**src/rtl/trig_pkg.sv**
```systemverilog
// Shared definitions for the FWU command-slot scheduler.
//  - mode1 type codes driven into the command builder
//  - FSM state encoding
//  - lowest_lane(): index of the lowest set bit of a 4-lane keep mask
package trig_pkg;

  localparam logic [1:0] MODE1_NOOP = 2'd0;
  localparam logic [1:0] MODE1_FWU  = 2'd3;

  typedef enum logic [1:0] {
    IDLE  = 2'd0,
    BYTES = 2'd1,
    MARK  = 2'd2,
    GAP   = 2'd3
  } fwu_state_t;

  // Lane 0 has the highest priority. An empty mask yields lane 0.
  function automatic logic [1:0] lowest_lane(input logic [3:0] keep);
    logic [1:0] lane;
    lane = 2'd0;
    if (keep[0]) begin
      lane = 2'd0;
    end else if (keep[1]) begin
      lane = 2'd1;
    end else if (keep[2]) begin
      lane = 2'd2;
    end else if (keep[3]) begin
      lane = 2'd3;
    end else begin
      lane = 2'd0;
    end
    return lane;
  endfunction

endpackage

```
**src/rtl/trig_fwu_byte_unpacker.sv**
```systemverilog
// Holds one 32-bit FWU word and its keep mask, and hands its bytes out lowest lane first.
// Ports:
//  clk, rst      clock and synchronous active-high reset (drops the held word)
//  clear         drop the held lanes (flush)
//  load          capture load_data / load_keep
//  advance       retire the lowest remaining lane
//  empty         no lanes remain in the held word
//  empty_next    no lanes will remain after this cycle's load/advance/clear
//  byte_next     byte of the lowest lane that will be held after this cycle
// The "_next" outputs let the parent register its outputs from post-update contents.
module trig_fwu_byte_unpacker
  import trig_pkg::*;
(
  input  logic        clk,
  input  logic        rst,
  input  logic        clear,
  input  logic        load,
  input  logic [31:0] load_data,
  input  logic [3:0]  load_keep,
  input  logic        advance,
  output logic        empty,
  output logic        empty_next,
  output logic [7:0]  byte_next
);

  logic [31:0] data_q;
  logic [31:0] data_d;
  logic [3:0]  keep_q;
  logic [3:0]  keep_d;
  logic [1:0]  lane_next;

  // Next word/mask: clear beats load beats advance.
  always_comb begin
    data_d = data_q;
    keep_d = keep_q;
    if (clear) begin
      keep_d = 4'd0;
    end else if (load) begin
      data_d = load_data;
      keep_d = load_keep;
    end else if (advance) begin
      // keep & (keep - 1) clears exactly the lowest set lane
      keep_d = keep_q & (keep_q - 4'd1);
    end else begin
      keep_d = keep_q;
    end
  end

  // Word and mask storage.
  always_ff @(posedge clk) begin
    if (rst) begin
      data_q <= 32'd0;
      keep_q <= 4'd0;
    end else begin
      data_q <= data_d;
      keep_q <= keep_d;
    end
  end

  assign lane_next  = lowest_lane(keep_d);
  assign byte_next  = data_d[{lane_next, 3'b000} +: 8];
  assign empty      = (keep_q == 4'd0);
  assign empty_next = (keep_d == 4'd0);

endmodule

```
**src/rtl/trig_fwu_scheduler.sv**
```systemverilog
// Sequences FWU stream bytes into the mode1 field of the command word, one byte per
// command slot, inserting a bank mark after each block and a NOOP gap after the mark.
// Ports:
//  sysclk_i, sysclk_rst_i      clock and synchronous active-high reset
//  sysclk_phase_i              command slot strobe (builder samples mode1 on it)
//  enable_i                    allow a new word to be accepted
//  flush_i                     abort the current block
//  s_fwu_*                     AXI4-Stream input of 32-bit words with byte keep
//  mode1type_o / mode1data_o   registered slot content (NOOP, FWU byte or mark)
//  busy_o, bank_o              status: not idle / bank the next mark carries
//  bytes_sent_o, marks_sent_o  wrapping consume counters
module trig_fwu_scheduler
  import trig_pkg::*;
#(
  parameter int MARK_GAP   = 4,
  parameter     SYSCLKTYPE = "NONE"
) (
  input  logic        sysclk_i,
  input  logic        sysclk_rst_i,
  input  logic        sysclk_phase_i,
  input  logic        enable_i,
  input  logic        flush_i,
  input  logic [31:0] s_fwu_tdata,
  input  logic [3:0]  s_fwu_tkeep,
  input  logic        s_fwu_tlast,
  input  logic        s_fwu_tvalid,
  output logic        s_fwu_tready,
  output logic [1:0]  mode1type_o,
  output logic [7:0]  mode1data_o,
  output logic        busy_o,
  output logic        bank_o,
  output logic [31:0] bytes_sent_o,
  output logic [15:0] marks_sent_o
);

  fwu_state_t  state_r, state_n;
  logic [7:0]  gap_r, gap_n;
  logic        bank_r, bank_n;
  logic        last_r, last_n;
  logic [31:0] bytes_r;
  logic [15:0] marks_r;
  logic [1:0]  mode1type_r, type_n;
  logic [7:0]  mode1data_r, data_n;
  logic        tready_r, tready_n;
  logic        accept, load, advance, byte_inc, mark_inc;
  logic        empty, empty_next;
  logic [7:0]  byte_next;

  // tready is only ever registered high for a cycle whose state is IDLE
  assign accept = s_fwu_tvalid && tready_r;

  trig_fwu_byte_unpacker u_unpacker (
    .clk        (sysclk_i),
    .rst        (sysclk_rst_i),
    .clear      (flush_i),
    .load       (load),
    .load_data  (s_fwu_tdata),
    .load_keep  (s_fwu_tkeep),
    .advance    (advance),
    .empty      (empty),
    .empty_next (empty_next),
    .byte_next  (byte_next)
  );

  // Next-state logic plus the values the output registers take on the next edge.
  always_comb begin
    state_n  = state_r;
    gap_n    = gap_r;
    bank_n   = bank_r;
    last_n   = last_r;
    load     = 1'b0;
    advance  = 1'b0;
    byte_inc = 1'b0;
    mark_inc = 1'b0;
    if (flush_i) begin
      state_n = IDLE;
      gap_n   = 8'd0;
    end else begin
      case (state_r)
        IDLE: begin
          if (accept) begin
            load   = 1'b1;
            last_n = s_fwu_tlast;
            if (s_fwu_tkeep != 4'd0) begin
              state_n = BYTES;
            end else if (s_fwu_tlast) begin
              state_n = MARK;
            end else begin
              state_n = IDLE;
            end
          end else begin
            state_n = IDLE;
          end
        end
        BYTES: begin
          if (empty) begin
            state_n = last_r ? MARK : IDLE;
          end else if (sysclk_phase_i) begin
            advance  = 1'b1;
            byte_inc = 1'b1;
            if (empty_next) begin
              state_n = last_r ? MARK : IDLE;
            end else begin
              state_n = BYTES;
            end
          end else begin
            state_n = BYTES;
          end
        end
        MARK: begin
          if (sysclk_phase_i) begin
            bank_n   = ~bank_r;
            mark_inc = 1'b1;
            if (MARK_GAP == 0) begin
              state_n = IDLE;
            end else begin
              gap_n   = 8'(MARK_GAP);
              state_n = GAP;
            end
          end else begin
            state_n = MARK;
          end
        end
        GAP: begin
          if (sysclk_phase_i) begin
            if (gap_r <= 8'd1) begin
              gap_n   = 8'd0;
              state_n = IDLE;
            end else begin
              gap_n   = gap_r - 8'd1;
              state_n = GAP;
            end
          end else begin
            state_n = GAP;
          end
        end
        default: begin
          state_n = IDLE;
        end
      endcase
    end

    case (state_n)
      BYTES: begin
        type_n = MODE1_FWU;
        data_n = byte_next;
      end
      MARK: begin
        type_n = MODE1_NOOP;
        data_n = {6'b000000, 1'b1, bank_n};
      end
      default: begin
        type_n = MODE1_NOOP;
        data_n = 8'd0;
      end
    endcase
    tready_n = (state_n == IDLE) && enable_i;
  end

  // State, counters and registered outputs.
  always_ff @(posedge sysclk_i) begin
    if (sysclk_rst_i) begin
      state_r     <= IDLE;
      gap_r       <= 8'd0;
      bank_r      <= 1'b0;
      last_r      <= 1'b0;
      bytes_r     <= 32'd0;
      marks_r     <= 16'd0;
      mode1type_r <= MODE1_NOOP;
      mode1data_r <= 8'd0;
      tready_r    <= 1'b0;
    end else begin
      state_r     <= state_n;
      gap_r       <= gap_n;
      bank_r      <= bank_n;
      last_r      <= last_n;
      bytes_r     <= bytes_r + {31'd0, byte_inc};
      marks_r     <= marks_r + {15'd0, mark_inc};
      mode1type_r <= type_n;
      mode1data_r <= data_n;
      tready_r    <= tready_n;
    end
  end

  assign s_fwu_tready = tready_r;
  assign mode1type_o  = mode1type_r;
  assign mode1data_o  = mode1data_r;

  // Status outputs: direct in the local domain, one extra retiming stage when tagged
  // for a clock crossing so the far side sees them straight from flops.
  generate
    if (SYSCLKTYPE == "NONE") begin : g_status_direct
      assign busy_o       = (state_r != IDLE);
      assign bank_o       = bank_r;
      assign bytes_sent_o = bytes_r;
      assign marks_sent_o = marks_r;
    end else begin : g_status_retimed
      logic        busy_q;
      logic        bank_q;
      logic [31:0] bytes_q;
      logic [15:0] marks_q;
      // Retiming stage for status leaving the domain.
      always_ff @(posedge sysclk_i) begin
        if (sysclk_rst_i) begin
          busy_q  <= 1'b0;
          bank_q  <= 1'b0;
          bytes_q <= 32'd0;
          marks_q <= 16'd0;
        end else begin
          busy_q  <= (state_r != IDLE);
          bank_q  <= bank_r;
          bytes_q <= bytes_r;
          marks_q <= marks_r;
        end
      end
      assign busy_o       = busy_q;
      assign bank_o       = bank_q;
      assign bytes_sent_o = bytes_q;
      assign marks_sent_o = marks_q;
    end
  endgenerate

endmodule

```
**config.mk**
```make
export PLATFORM = sky130hd
export DESIGN_NAME = trig_fwu_scheduler
export DESIGN_NICKNAME = d
export VERILOG_FILES = /design/src/rtl/trig_pkg.sv /design/src/rtl/trig_fwu_byte_unpacker.sv /design/src/rtl/trig_fwu_scheduler.sv
export SDC_FILE = /design/constraint.sdc
export NUM_CORES = 1
export LEC_CHECK = 0
export BUFFER_PORTS_ARGS = -buffer_cell sky130_fd_sc_hd__buf_2
export CAP_MARGIN = 20
export CORE_MARGIN = 2
export CORE_UTILIZATION = 46
export CTS_CLUSTER_DIAMETER = 80
export DETAILED_ROUTE_END_ITERATION = 10
export GPL_TIMING_DRIVEN = 0
export PLACE_DENSITY_LB_ADDON = 0.15
export SYNTH_ARGS = -nofsm -noshare
export SYNTH_HDL_FRONTEND = slang
export SYNTH_SLANG_ARGS = --single-unit
```
**constraint.sdc**
```tcl
create_clock -name sysclk_i -period 3 [get_ports sysclk_i]
set_input_delay 0.45 -clock sysclk_i [delete_from_list [all_inputs] [get_ports sysclk_i]]
set_output_delay 0.45 -clock sysclk_i [all_outputs]
set_load 0.005 [all_outputs]
```
==> run metrics, run 1 <==
final core occ=56.32%; Tot GR Track Use=21.48%; Remaining Overflow, GRT=0; # fillers=1,033; sw frac=24.80%; Final ANT Viol Nets=0; die footprint=0.01176 sq mm; design area=0.006052 sq mm; Post-Route Skew=0.009653 ns; placed instance area=0.005705 sq mm; crit path from=state_r[0]; CTS tree=done; Pleak=2.601 nW; worst hold path type=input port to flop; H-tree depth=3; Critical Path Start Type=flop; Reg power frac=56.1%; Synth async-reset ratio=0%; unrepaired setup endpoints after global routing=true; Post-DP HPWL=9.105 mm; fin crit share=97.43%; Max Cap Violations=0; drt pass-1 iters=4; most numerous cell in the Yosys netlist=dfxtp_1; Post-route DRC=0; initial antenna violation count=0; fmax=0.3421 GHz; setup ws final=0.07709 ns; Max Fanout on Critical Path=5; deepest clock path buffer count=2; WL/cell=14.91 um; pwr dens=419.7 mW/mm^2; Internal=1.910 mW; site row count=38; final count of hold timing violations=0; Pins Over Slew Limit=0; Worst setup EP type=flop; pre-CTS setup slack=-0.4777 ns; core area=0.01075 sq mm; capture point of the worst path=mode1data_o[0]; worst slew pin tran=0.9701 ns; Avg Vias per Cell=5.293; R2R depth=14; Die Wd=108.5 um; gpl congestion=0.8133; r2r startpoint=state_r[0]; area of the mapped netlist=0.005020 sq mm; status=finished clean; largest cells by area after synthesis=dfxtp_1 42%, nand2_1 7.0%, mux2i_1 5.6%; Ys Warns=0; CTS Buf Count=9; nets=752; Psw=0.6299 mW; Commonest cells post-synth=106 x dfxtp_1, 94 x nand2_1, 59 x nor2_1; number of synthesized register bits=106; Post-synth EDFFs=0; via count=4,473; top-area cell type share of the netlist area=42.27%; Area Growth Syn to Fin=20.56%; Initial DRC Count=191; I/O pins=104; CP arrival=3.17 ns; max-slew headroom at the worst pin=35.09%; clk sinks=106; Tmin final=2.923 ns; CP required=3.24 ns; largest area contributor in the netlist=dfxtp_1; Avg Cell Area, Syn=8.700 sq um; root buffer cell=clkbuf_8; worst hold slack=0.2779 ns; Total Wirelength=12.60 mm; Main synth FF type=dfxtp_1; r2r endpoint=mode1data_o[0]; Worst-Skew Late Latency=0.38 ns; first-pass GRT wire length=19.74 mm; R2R Setup Slk=0.08 ns; layout cells sized above 1=26.14%; clk slew on worst S/H paths=0.11 ns; Max rail drop VDD=0.2584 mV; largest net degree at the start of global routing=18; Cells after Synth=577; die span in y=108.5 um; clock power share=36.1%; WS Path Type=flop to flop; post-synthesis sequential area ratio=42.27%; starting density of the core=46.72%; syn nets=630; count of input and output buffers=102; synth unique cells=61; Comb pwr share=7.7%; Setup violations, final=0; vias in the first global route=4,136
[power by group through the flow]
| stage | Sequential (mW) | Clock, mW | Combinational [mW] |
|---|---|---|---|
| 2_1_floorplan | 1.46 | 0 | 0.108 |
| 3_3_place_gp | 1.46 | 0 | 0.179 |
| 3_5_place_dp | 1.46 | 0 | 0.183 |
| 4_1_cts | 1.43 | 0.943 | 0.191 |
| 5_1_grt | 1.43 | 1.00 | 0.215 |
| 6_report | 1.43 | 0.918 | 0.196 |
[cell usage in the layout, fill, tap and decap left out, types with 3 or more instances in the layout]
master | synthesis | final
buf_2 | 4 | 106
dfxtp_1 | 106 | 103
nand2_1 | 94 | 94
nor2_1 | 59 | 59
a21oi_1 | 43 | 42
xor2_1 | 31 | 31
mux2i_1 | 28 | 28
nand3_1 | 21 | 21
clkbuf_1 | 17 | 17
inv_1 | 14 | 14
mux2_2 | 13 | 13
buf_4 | 4 | 12
nor2b_1 | 11 | 10
xnor2_1 | 10 | 10
nand4_1 | 10 | 10
ha_1 | 10 | 10
clkbuf_8 | 0 | 10
nor3_1 | 10 | 9
o21ai_0 | 9 | 8
or3_1 | 6 | 6
o22ai_1 | 6 | 6
or2_2 | 6 | 5
and3_1 | 5 | 5
or4_1 | 4 | 4
and4_1 | 4 | 4
o211ai_1 | 3 | 3
[repair_timing]
action,in CTS,in global routing
resized for setup,12,7
hold buffers,0,0
pin swaps,8,5
endpoints found under the setup margin,7,5
setup buffers,3,7
[critical path: stages, from the launching register on]
cell	delay, ns
dfxtp_2	0.36
and4bb_4	0.38
a22oi_2	0.07
and2_4	0.19
a31o_2	0.25
a21oi_4	0.16
a211oi_2	0.09
or2_4	0.25
ha_1	0.29
nor2b_4	0.14
and2_4	0.17
nand2_1	0.06
nor3_1	0.04
a32oi_1	0.18
o211ai_1	0.15
[area by class of cell]
class | instances | area (sq um) | share of cell area (%)
multi-input cells | 428 | 2771 | 45.79
flip-flops and latches | 106 | 2128 | 35.17
repair buffers | 112 | 583.1 | 9.634
well taps | 140 | 175.2 | 2.894
clock buffers | 10 | 137.6 | 2.274
plain buffers | 28 | 136.4 | 2.253
clock inverters | 6 | 65.06 | 1.075
inverters | 14 | 52.55 | 0.8683
diodes | 1 | 2.502 | 0.04135
[worst min-delay path by stage]
stage / start / end / slack [ns] / cells past startpoint
floorplan: u_unpacker.data_q[9] / u_unpacker.data_q[9] / 0.43 / 2
global placement: u_unpacker.data_q[21] / u_unpacker.data_q[21] / 0.44 / 2
detailed placement: u_unpacker.data_q[16] / u_unpacker.data_q[16] / 0.45 / 2
CTS: enable_i / s_fwu_tready / 0.26 / 3
global route: enable_i / s_fwu_tready / 0.26 / 3
finish: enable_i / s_fwu_tready / 0.28 / 3
[cells by family after synthesis]
kind of cell               after synthesis  synth area share, %
muxes                                   45                9.696
and+or+nand+nor                        251                24.65
AOI/OAI and AO/OA                       80                9.621
adders and majority gates               11                2.692
xor gates and xnor gates                41                7.153
DFF                                    106                42.27
buffers and inverters                   43                3.913
[sequential cells by signal, indices dropped and copies added, names as in the netlist]
signal             count
bytes_sent_o          32
s_fwu_tready           1
marks_sent_o          16
state_r                2
gap_r                  8
last_r                 1
bank_o                 1
u_unpacker.keep_q      4
mode1type_o            1
u_unpacker.data_q     32
mode1data_o            8
[metal layers]
metal / wire length [um] / track usage (%) / part of all wire, % / vias to the layer above
met4: 93 / 5.037 / 0.74 / 0
met3: 810 / 6.088 / 6.4 / 9
met2: 6117 / 36.47 / 49 / 116
li1: - / - / - / 2217
met1: 5580 / 26.96 / 44 / 2131
met5: 0 / 0 / 0 / -
[per-stage QoR]
| stage | setup TNS [ns] | cells | power, mW |
|---|---|---|---|
| 4_1_cts | 0 | 837 | 2.561 |
| 3_5_place_dp | -2.146 | 819 | 1.641 |
| 6_report | 0 | 845 | 2.540 |
| 3_3_place_gp | -1.982 | 819 | 1.636 |
| 5_1_grt | -0.05442 | 844 | 2.645 |
| 2_1_floorplan | 0 | 577 | 1.565 |
No activity file was read; power rests on OpenSTA's default activity.
==> run 2, diff against run 1 <==
CORE_UTILIZATION = 49   (was 46)
==> run metrics, run 2 (synthesis gave the netlist of run 1 again) <==
status=finished clean; vias in the first global route=4,198; clk slew on worst S/H paths=0.10 ns; layout cells sized above 1=26.81%; core area=0.009864 sq mm; Post-Route Skew=0.008678 ns; Worst-Skew Late Latency=0.37 ns; max-slew headroom at the worst pin=39.09%; unrepaired setup endpoints after global routing=true; most frequent cells in the layout=106 x buf_2, 103 x dfxtp_1, 93 x nand2_1, 59 x nor2_1, 42 x a21oi_1; Critical Path Start Type=flop; Pins Over Slew Limit=0; Crit-path slowest cell=and4bb_4; Area Growth Syn to Fin=22.28%; CP required=3.29 ns; CP arrival=3.22 ns; fin crit share=97.79%; r2r startpoint=state_r[0]; worst slew pin tran=0.9103 ns; H-tree depth=3; final non-filler cell total=839; die footprint=0.01107 sq mm; Die Wd=105.2 um; placed cell count=812; Initial DRC Count=149; Tot GR Track Use=22.55%; R2R depth=14; WHS Endpoint=s_fwu_tready; final count of hold timing violations=0; Remaining Overflow, GRT=0; hold depth=3; root buffer cell=clkbuf_8; Final TNS setup=0 ns; WS Path Type=flop to flop; pwr dens=437.4 mW/mm^2; r2r endpoint=mode1data_o[0]; critical path cell sequence=and4bb_4, a22oi_2, and2_1, a31o_2, a21oi_4, a211oi_2, or2_4, ha_4, nor2b_4, and2_4, nand2_2, nor3_2, a32oi_1, o211ai_1; fmax=0.3409 GHz; site row count=36; count of input and output buffers=102; via count=4,479; Pleak=2.631 nW; setup ws final=0.06619 ns; met1 Use GR=29.42%; drt pass-1 iters=6; Worst setup EP type=flop; slowest stage delay, CP=0.39 ns; CP bufs+invs=0; Setup violations, final=0; cell family contributing the most delay on the critical path=simple AND/OR/NAND/NOR gates; Max Cap Violations=0; largest net degree at the start of global routing=17; starting density of the core=50.89%; CTS tree=done; first-pass GRT wire length=20.02 mm; met2 usage=36.45%; Post-route DRC=0; critical path depth=14; deepest clock path buffer count=2; R2R Setup Slk=0.07 ns; die span in y=105.2 um; Avg Vias per Cell=5.338; worst hold slack=0.2906 ns; I/O pins=104; Final ANT Viol Nets=0; design area=0.006138 sq mm; most common cell after layout, fill and taps aside=buf_2; placed instance area=0.005697 sq mm; Most Crowded Layer GR=met2; WL/cell=14.89 um; nets=754; CTS Buf Count=9; Total Wirelength=12.49 mm; Max rail drop VDD=0.2772 mV; Max Fanout on Critical Path=4; # fillers=893; met3 GRT Util=4.947%; gpl congestion=0.8321; hold_sp=enable_i; Post-DP HPWL=8.970 mm; pre-CTS setup slack=-0.4251 ns; worst hold path type=input port to flop; Tmin final=2.934 ns; clk sinks=106; initial antenna violation count=1
run 2: metrics by stage:
step           utilization, %  total power, mW
2_1_floorplan               -            1.565
3_3_place_gp            57.75            1.635
3_5_place_dp            57.75            1.638
4_1_cts                 61.23            2.701
5_1_grt                 62.20            2.792
6_report                62.23            2.685
run 2: layer usage:
layer | up-vias | part of all wire [%]
li1 | 2222 | -
met1 | 2129 | 45
met2 | 109 | 48
met3 | 19 | 5.1
met4 | 0 | 1.9
met5 | - | 0
run 2: worst max path at each step:
| stage | startpoint | endpoint |
|---|---|---|
| 3_5_place_dp | s_fwu_tvalid | mode1data_o[0] |
| 6_report | state_r[0] | mode1data_o[0] |
| 2_1_floorplan | state_r[1] | mode1data_o[1] |
| 3_3_place_gp | flush_i | mode1data_o[1] |
| 5_1_grt | state_r[0] | mode1data_o[0] |
| 4_1_cts | state_r[1] | mode1data_o[1] |
run 2: timing repair:
item	CTS	global route
resized for setup	11	14
endpoints found under the setup margin	7	6
buffers inserted	5	8
pin swaps	9	16
hold buffers	0	0
run 2: tightest hold or removal path: stages:
cell and delay, ns:
buf_2 0.10, nand2_1 0.05, nor2_1 0.03
run 2: report_power, final:
part | switching (mW) | leakage, nW | internal [mW]
Clock | 0.484 | 0.120 | 0.577
Sequential | 0.00826 | 0.857 | 1.42
Combinational | 0.114 | 1.65 | 0.0847
Total | 0.607 | 2.63 | 2.08
run 2: final cells by class:
| cell class | count | area (sq um) | area share, % |
|---|---|---|---|
| Tap cell | 133 | 166.4 | 2.711 |
| Clock inverter | 4 | 98.84 | 1.610 |
| Inverter | 14 | 52.55 | 0.8561 |
| Multi-Input combinational cell | 428 | 2805 | 45.70 |
| Antenna cell | 1 | 2.502 | 0.04077 |
| Timing Repair Buffer | 114 | 604.3 | 9.845 |
| Buffer | 28 | 136.4 | 2.222 |
| Sequential cell | 106 | 2131 | 34.71 |
| Clock buffer | 11 | 141.4 | 2.303 |
